--- config.mk ---
export PLATFORM = sky130hd
export DESIGN_NAME = song_reader_flat
export DESIGN_NICKNAME = d
export VERILOG_FILES = /design/src/rtl/song_reader_if.sv /design/src/rtl/song_reader.sv /design/src/flat_wrapper.sv
export SDC_FILE = /design/constraint.sdc
export NUM_CORES = 1
export LEC_CHECK = 0
export CAP_MARGIN = 40
export CORE_MARGIN = 2
export CORE_UTILIZATION = 38
export DETAILED_ROUTE_END_ITERATION = 7
export PLACE_DENSITY = 0.74
export REMOVE_ABC_BUFFERS = 1
export SETUP_SLACK_MARGIN = 0.3
export SKIP_LAST_GASP = 1
export SLEW_MARGIN = 25
export SYNTH_ARGS = -nofsm -noshare
export SYNTH_HDL_FRONTEND = slang
export SYNTH_SLANG_ARGS = --single-unit
--- constraint.sdc ---
create_clock -name clk -period 2 [get_ports clk]
set_input_delay 0.3 -clock clk [delete_from_list [all_inputs] [get_ports clk]]
set_output_delay 0.3 -clock clk [all_outputs]
set_load 0.02 [all_outputs]
--- src/rtl/song_reader_if.sv ---
// song_reader control, ROM and note-player signals.
// master = MCU/ROM/player side, slave = song_reader.
interface song_reader_if #(
  parameter int SONG_W = 2,
  parameter int IDX_W  = 5,
  parameter int NOTE_W = 6,
  parameter int DUR_W  = 6
);
  logic                      play;
  logic                      reset_player;
  logic [SONG_W-1:0]         song;
  logic                      note_done;
  logic [SONG_W+IDX_W-1:0]   rom_addr;
  logic [NOTE_W+DUR_W-1:0]   rom_data;
  logic [NOTE_W-1:0]         note;
  logic [DUR_W-1:0]          duration;
  logic                      new_note;
  logic                      song_done;
  logic [IDX_W-1:0]          note_index;

  modport master (
    output play, reset_player, song,
    output note_done, rom_data,
    input  rom_addr, note, duration,
    input  new_note, song_done, note_index
  );

  modport slave (
    input  play, reset_player, song,
    input  note_done, rom_data,
    output rom_addr, note, duration,
    output new_note, song_done, note_index
  );
endinterface

--- src/rtl/song_reader.sv ---
// Walks a song's note list in a sync ROM, one note per note_done.
// Define SONG_END_MARKER_EN to treat duration 0 as end-of-song.
module song_reader #(
  parameter int SONG_W = 2,
  parameter int IDX_W  = 5,
  parameter int NOTE_W = 6,
  parameter int DUR_W  = 6
) (
  input logic         clk,
  input logic         reset,
  song_reader_if.slave bus
);

  typedef enum logic [2:0] {
    IDLE,
    FETCH,
    ROM_WAIT,
    ISSUE,
    WAIT_NOTE,
    DONE
  } state_e;

  localparam logic [IDX_W-1:0] LAST = '1;

  state_e            state_q;
  logic [IDX_W-1:0]  idx_q;
  logic [IDX_W-1:0]  idx_d;
  logic [NOTE_W-1:0] note_q;
  logic [DUR_W-1:0]  dur_q;
  logic              new_note_q;
  logic              song_done_q;
  logic [NOTE_W-1:0] rom_note;
  logic [DUR_W-1:0]  rom_dur;

  assign {rom_note, rom_dur} = bus.rom_data;
  assign idx_d = idx_q + 1'b1;

  assign bus.rom_addr   = {bus.song, idx_q};
  assign bus.note       = note_q;
  assign bus.duration   = dur_q;
  assign bus.new_note   = new_note_q;
  assign bus.song_done  = song_done_q;
  assign bus.note_index = idx_q;

  // ISSUE/DONE only move on once their pulse has been seen with
  // play high; a pause drops the pulse and it is replayed on resume.
  always_ff @(posedge clk or posedge reset) begin
    if (reset) begin
      state_q     <= IDLE;
      idx_q       <= '0;
      note_q      <= '0;
      dur_q       <= '0;
      new_note_q  <= 1'b0;
      song_done_q <= 1'b0;
    end else if (bus.reset_player) begin
      state_q     <= IDLE;
      idx_q       <= '0;
      new_note_q  <= 1'b0;
      song_done_q <= 1'b0;
    end else begin
      new_note_q  <= 1'b0;
      song_done_q <= 1'b0;
      if (bus.play) begin
        unique case (state_q)
          IDLE:  state_q <= FETCH;
          FETCH: state_q <= ROM_WAIT;
          ROM_WAIT: begin
`ifdef SONG_END_MARKER_EN
            if (rom_dur == '0) begin
              state_q     <= DONE;
              song_done_q <= 1'b1;
            end else begin
              note_q     <= rom_note;
              dur_q      <= rom_dur;
              new_note_q <= 1'b1;
              state_q    <= ISSUE;
            end
`else
            note_q     <= rom_note;
            dur_q      <= rom_dur;
            new_note_q <= 1'b1;
            state_q    <= ISSUE;
`endif
          end
          ISSUE: begin
            if (new_note_q) state_q <= WAIT_NOTE;
            else            new_note_q <= 1'b1;
          end
          WAIT_NOTE: begin
            if (bus.note_done) begin
              if (idx_q == LAST) begin
                state_q     <= DONE;
                song_done_q <= 1'b1;
              end else begin
                idx_q   <= idx_d;
                state_q <= FETCH;
              end
            end
          end
          DONE: begin
            if (song_done_q) begin
              state_q <= IDLE;
              idx_q   <= '0;
            end else begin
              song_done_q <= 1'b1;
            end
          end
          default: state_q <= IDLE;
        endcase
      end
    end
  end

endmodule

--- src/flat_wrapper.sv ---
// flat-port wrapper written by rule: the top's interface ports become plain ports
module song_reader_flat 
#(
  parameter int SONG_W = 2,
  parameter int IDX_W  = 5,
  parameter int NOTE_W = 6,
  parameter int DUR_W  = 6
)
  (clk, reset, bus_play, bus_reset_player, bus_song, bus_note_done, bus_rom_data, bus_rom_addr, bus_note, bus_duration, bus_new_note, bus_song_done, bus_note_index);
  song_reader_if #(.SONG_W(SONG_W), .IDX_W(IDX_W), .NOTE_W(NOTE_W), .DUR_W(DUR_W)) bus_i ();
  input logic clk;
  input logic reset;
  input wire logic [$bits(bus_i.play)-1:0] bus_play;
  input wire logic [$bits(bus_i.reset_player)-1:0] bus_reset_player;
  input wire logic [$bits(bus_i.song)-1:0] bus_song;
  input wire logic [$bits(bus_i.note_done)-1:0] bus_note_done;
  input wire logic [$bits(bus_i.rom_data)-1:0] bus_rom_data;
  output wire logic [$bits(bus_i.rom_addr)-1:0] bus_rom_addr;
  output wire logic [$bits(bus_i.note)-1:0] bus_note;
  output wire logic [$bits(bus_i.duration)-1:0] bus_duration;
  output wire logic [$bits(bus_i.new_note)-1:0] bus_new_note;
  output wire logic [$bits(bus_i.song_done)-1:0] bus_song_done;
  output wire logic [$bits(bus_i.note_index)-1:0] bus_note_index;
  assign bus_i.play = bus_play;
  assign bus_i.reset_player = bus_reset_player;
  assign bus_i.song = bus_song;
  assign bus_i.note_done = bus_note_done;
  assign bus_i.rom_data = bus_rom_data;
  assign bus_rom_addr = bus_i.rom_addr;
  assign bus_note = bus_i.note;
  assign bus_duration = bus_i.duration;
  assign bus_new_note = bus_i.new_note;
  assign bus_song_done = bus_i.song_done;
  assign bus_note_index = bus_i.note_index;
  song_reader #(.SONG_W(SONG_W), .IDX_W(IDX_W), .NOTE_W(NOTE_W), .DUR_W(DUR_W)) u_core (.clk(clk), .reset(reset), .bus(bus_i));
endmodule
# Yosys cells after proc, flatten, opt, wreduce, memory -nomap -nowiden
# Cells that the tools add are included.
[classes]
addsub = 1
n_eq_ne = 10
muxes = 23
bitwise = 1
n_reduce_logical = 6
[ops]
columns = ["cell", "count"]
rows = [
  ["5-bit 2-to-1 mux", 5],
  ["3-bit 2-to-1 mux", 6],
  ["3-bit one-hot mux with 6 select lines", 1],
  ["5-bit one-hot mux with 2 select lines", 1],
  ["1-bit 2-to-1 mux", 8],
  ["3-bit by 2-bit equality test with 1-bit output (second input constant)", 2],
  ["3-bit equality test (second input constant)", 2],
  ["3-bit by 2-bit inequality test with 1-bit output (second input constant)", 2],
  ["3-bit inequality test (second input constant)", 2],
  ["5-bit by 1-bit adder with 5-bit output (second input constant)", 1],
  ["5-bit equality test (second input constant)", 1],
  ["5-bit AND reduction", 1],
  ["1-bit one-hot mux with 2 select lines", 2],
  ["4-bit AND reduction", 1],
  ["3-bit by 1-bit equality test with 1-bit output (second input constant)", 1],
  ["3-bit logical NOT", 1],
  ["3-bit AND reduction", 1],
  ["3-bit nonzero test", 1],
  ["2-bit nonzero test", 1],
  ["1-bit inverter", 1],
]
[word_totals]
reg_bits = 22
in_bits = 19
out_inout_bits = 26
word_cells = 47

# Longest topological paths before layout
[depth]
word_depth = 6
depth_mapped = 6

# Worst setup path before layout
# No wires, ideal clock.
[synth_path]
kind = "register to register"
startpoint = "register u_core.idx_q[0], in the netlist u_core.bus.note_index[0]"
endpoint = "register u_core.idx_q[0], in the netlist u_core.bus.note_index[0]"
setup_time_ps = 125
arrival_time_ps = 2034
required_ps = 1875
slack_ps = -159
stages_incl_launch_ff = 7
n_path_buf = 0
synth_period_minus_slack_ps = 2159
cell_sequence = "dfrtp_1 ha_1 and3_1 ha_1 or3b_4 a21oi_4 mux2_2"
[synth_between]
elab_chain_len = 6
[synth_rtl]
columns = ["element", "line", "source"]
rows = [
  ["from (decl)", "song_reader.sv:26", "logic [IDX_W-1:0] idx_q;"],
  ["from (signal assigned)", "song_reader.sv:95", "idx_q <= idx_d;"],
  ["5-bit by 1-bit adder with 5-bit output", "song_reader.sv:36", "assign idx_d = idx_q + 1'b1;"],
  ["5-bit 2-to-1 mux", "song_reader.sv:91", "if (idx_q == LAST) begin"],
  ["5-bit 2-to-1 mux", "song_reader.sv:90", "if (bus.note_done) begin"],
  ["5-bit one-hot mux with 2 select lines", "song_reader.sv:64", "unique case (state_q)"],
  ["5-bit 2-to-1 mux", "song_reader.sv:63", "if (bus.play) begin"],
  ["5-bit 2-to-1 mux", "song_reader.sv:55", "end else if (bus.reset_player) begin"],
]
# Parallel ways exist; a longest one is shown, timed or not. The select of a mux whose other input is x is not followed.
# A chain may end at the register's enable or synchronous reset.

# Final worst setup path
[layout_path]
startpoint = "register u_core.idx_q[0], in the netlist u_core.bus.note_index[0]"
endpoint = "register u_core.idx_q[2], in the netlist u_core.bus.note_index[2]"
# Same word-level chain as after synthesis.

==> flow_metrics.tcl <==
set metrics [dict create \
    fin_util_pct 58.5 \
    clockRootBuffer "clkbuf_4" \
    drt-initial-drc-count 19 \
    drt-total-wl_um 2520 \
    hold_viol 0 \
    synthMuxAreaShare_pct 15.7 \
    power_frac_comb_pct 34.8 \
    synth_compound_area_share_pct 10.0 \
    vias 937 \
    power.internal_w 0.000822 \
    pwr-share-seq_pct 48.4 \
    rsz0062_at_grt "true" \
    power_leakage_nw 0.832 \
    power-per-cell-area_nw_per_um2 718 \
    diodes 0 \
    cp_max_fo 3 \
    synth.top_cell.area_share_pct 48.5 \
    synth_edf_count 0 \
    p_sw_share_pct 30.3 \
    grt_usage_pct 15.5 \
    placed_cells 167 \
    p_sw_w 0.000357 \
    fp.coreArea_sq_um 2810 \
    synth.distinct_cells 31 \
    hold_buffers 0 \
    vdd_drop_max_v 0.000617 \
    initial_core_util_pct 40.5 \
    antenna_found_initial 0 \
    dieArea_sq_um 3440 \
    yosysWarnings 0 \
    grt_max_degree 23 \
    area_growth_pct 44.7 \
    synthesis.area_sq_um 1130 \
    fmax_mhz 512 \
    finalWeightedCongestion 0.828 \
    power.total_w 0.00118 \
    synth_common_cells "dfrtp_1, mux2_2, buf_4" \
    yosysTopAreaCell "dfrtp_1" \
    place_area_sq_um 1570 \
    tritoncts "built" \
    grt_pass1_vias 932 \
    arrival_ps 2180 \
    synth-simple-area-share_pct 15.5 \
    seq_area_frac_synth_pct 48.5 \
    violations "design-rule violations" \
    yosys-top-cells-area "dfrtp_1, mux2_2, buf_4" \
    relSlewSlack_pct 78.7 \
    synthXorXnorAreaFrac_pct 0 \
    finalSetupViolCount 0 \
    overflow 0 \
    post-route-period-util_pct 97.7 \
    finalCriticalPeriod_ps 1950 \
    nNetsFinal 163 \
    synth_cells 98 \
    clock_latency_ps 310 \
    slew_viol_final 0 \
    preCtsSetupSlack_ps -14.8 \
    crit_type "reg -> reg" \
    synth_top_family_by_area "multiplexers" \
    cts.sinks 22 \
    avgSynthCellArea_sq_um 11.6 \
    num_rows 19 \
    drt-pass1-iter-count 6 \
    numPortBuffers 40 \
    drcViolationCount 3 \
    startpoint_type "flip-flop" \
    worst_ep_required_time_ps 2220 \
    drive_gt1_share_pct 24.3 \
    die_h_um 58.7 \
    fin_cells 171 \
    routedWlPerCell_um 14.7 \
    pin_count 45 \
    drtAntennaViolNets 0 \
    final_cell_area_sq_um 1640 \
    synthFlopType "dfrtp_1" \
    cap_viol_max_count 0 \
    cts_buffers 3 \
    synth_seq_cells 22 \
    cts_max_path_buffers 2 \
    viasPerCell 5.48 \
    endpoint_kind "flip-flop" \
    grt_pass1_wl_um 4080 \
    fp.dieW_um 58.7 \
    htreeDepth 1 \
    hold_path.class "in -> async" \
    status "finished, violations left" \
    synth_fa_ha_area_share_pct 2.21 \
    path_clk_slew_ps 120 \
    p_clk_share_pct 16.8 \
    ys_async_sr_fraction_pct 100 \
    synth_most_common_cell "dfrtp_1" \
    clock_skew_ps 4.64 \
    hpwl_um 1860 \
    setup_slack_ps 45.2 \
    worst_pin_slew_ps 320 \
]
## timing repair
item	4_1_cts	5_1_grt
endpoints found under the hold margin	0	0
endpoints found under the setup margin	9	13
pin swaps	1	1
resized for setup	11	8
buffers inserted	0	1
## logic make-up after synthesis
kind of cell	Yosys count
buffers and inverters	16
AND/OR/NAND/NOR	28
adder cells (fa/ha/maj)	2
AO/OA/AOI/OAI	14
multiplexers	16
flip-flops	22
## registers in the layout, summed over array words and instances (netlist names)
| name | flops |
|---|---|
| u_core.bus.duration | 6 |
| u_core.bus.note | 6 |
| u_core.bus.note_index | 5 |
| u_core.bus.song_done | 1 |
| u_core.state_q | 3 |
| u_core.bus.new_note | 1 |
## final cells by class
cell class / count / area [sq um]
repair buffers: 50 / 494
inverters: 5 / 18.8
flip-flops and latches: 22 / 551
clock buffers: 3 / 22.5
well taps: 31 / 38.8
multi-input cells: 60 / 517
fillers: 264 / 1160
## power groups by stage
| stage | clock network, W | logic, W | registers [W] |
|---|---|---|---|
| floorplan | 0 | 0.0000958 | 0.000670 |
| global placement | 0 | 0.000408 | 0.000571 |
| detailed placement | 0 | 0.000413 | 0.000578 |
| CTS | 0.000210 | 0.000417 | 0.000571 |
| global route | 0.000226 | 0.000434 | 0.000580 |
| finish | 0.000198 | 0.000410 | 0.000570 |
## final timing paths
kind | slack [ps] | cells past startpoint | start | end
worst max-delay path | 50 | 6 | u_core.bus.note_index[0] | u_core.bus.note_index[2]
worst min-delay path | 320 | 3 | reset | u_core.bus.duration[3]
worst max register to register | 50 | 6 | u_core.bus.note_index[0] | u_core.bus.note_index[2]
worst min register to register | 520 | 1 | u_core.bus.note[4] | u_core.bus.note[4]
max in group asynchronous | 1460 | 3 | reset | u_core.state_q[0]
min in group clk | 520 | 1 | u_core.bus.note[4] | u_core.bus.note[4]
## metal layers
metal / GRT usage, % / routed length, um
met4: 5.84 / 28
met3: 3.96 / 233
met5: 0 / 0
met1: 18.8 / 1040
met2: 26.6 / 1210
## critical path, cell delays in order (launching register included)
cell and delay, ps:
dfrtp_1 400, ha_2 190, and3_4 180, ha_4 150
or3b_4 400, or3_1 330, a221oi_2 220
## layout by cell type (no fill, tap or decap), types with 2 or more instances in the layout
cell              n
clkbuf_4          3
dfrtp_1          22
a211oi_1          3
inv_1             5
clkdlybuf4s50_1  28
nor2b_1           3
buf_4             9
mux2i_1           2
mux2_2           13
nand3_1           2
nor2_1            2
dlygate4sd2_1     4
nor3_1            2
dlymetal6s2s_1    8
a21oi_1           3
nand2_1           4
nand3b_1          4
nand2b_1          4
## stage by stage
| stage | hold slack, ps | setup TNS (ps) |
|---|---|---|
| after detailed placement | 495 | -14.8 |
| after global routing | 338 | -51.4 |
| after CTS | 320 | 0 |
| final | 316 | 0 |
| after global placement | 488 | 0 |
| after floorplan | 289 | -722 |
Power figures use the tool's default switching activity.
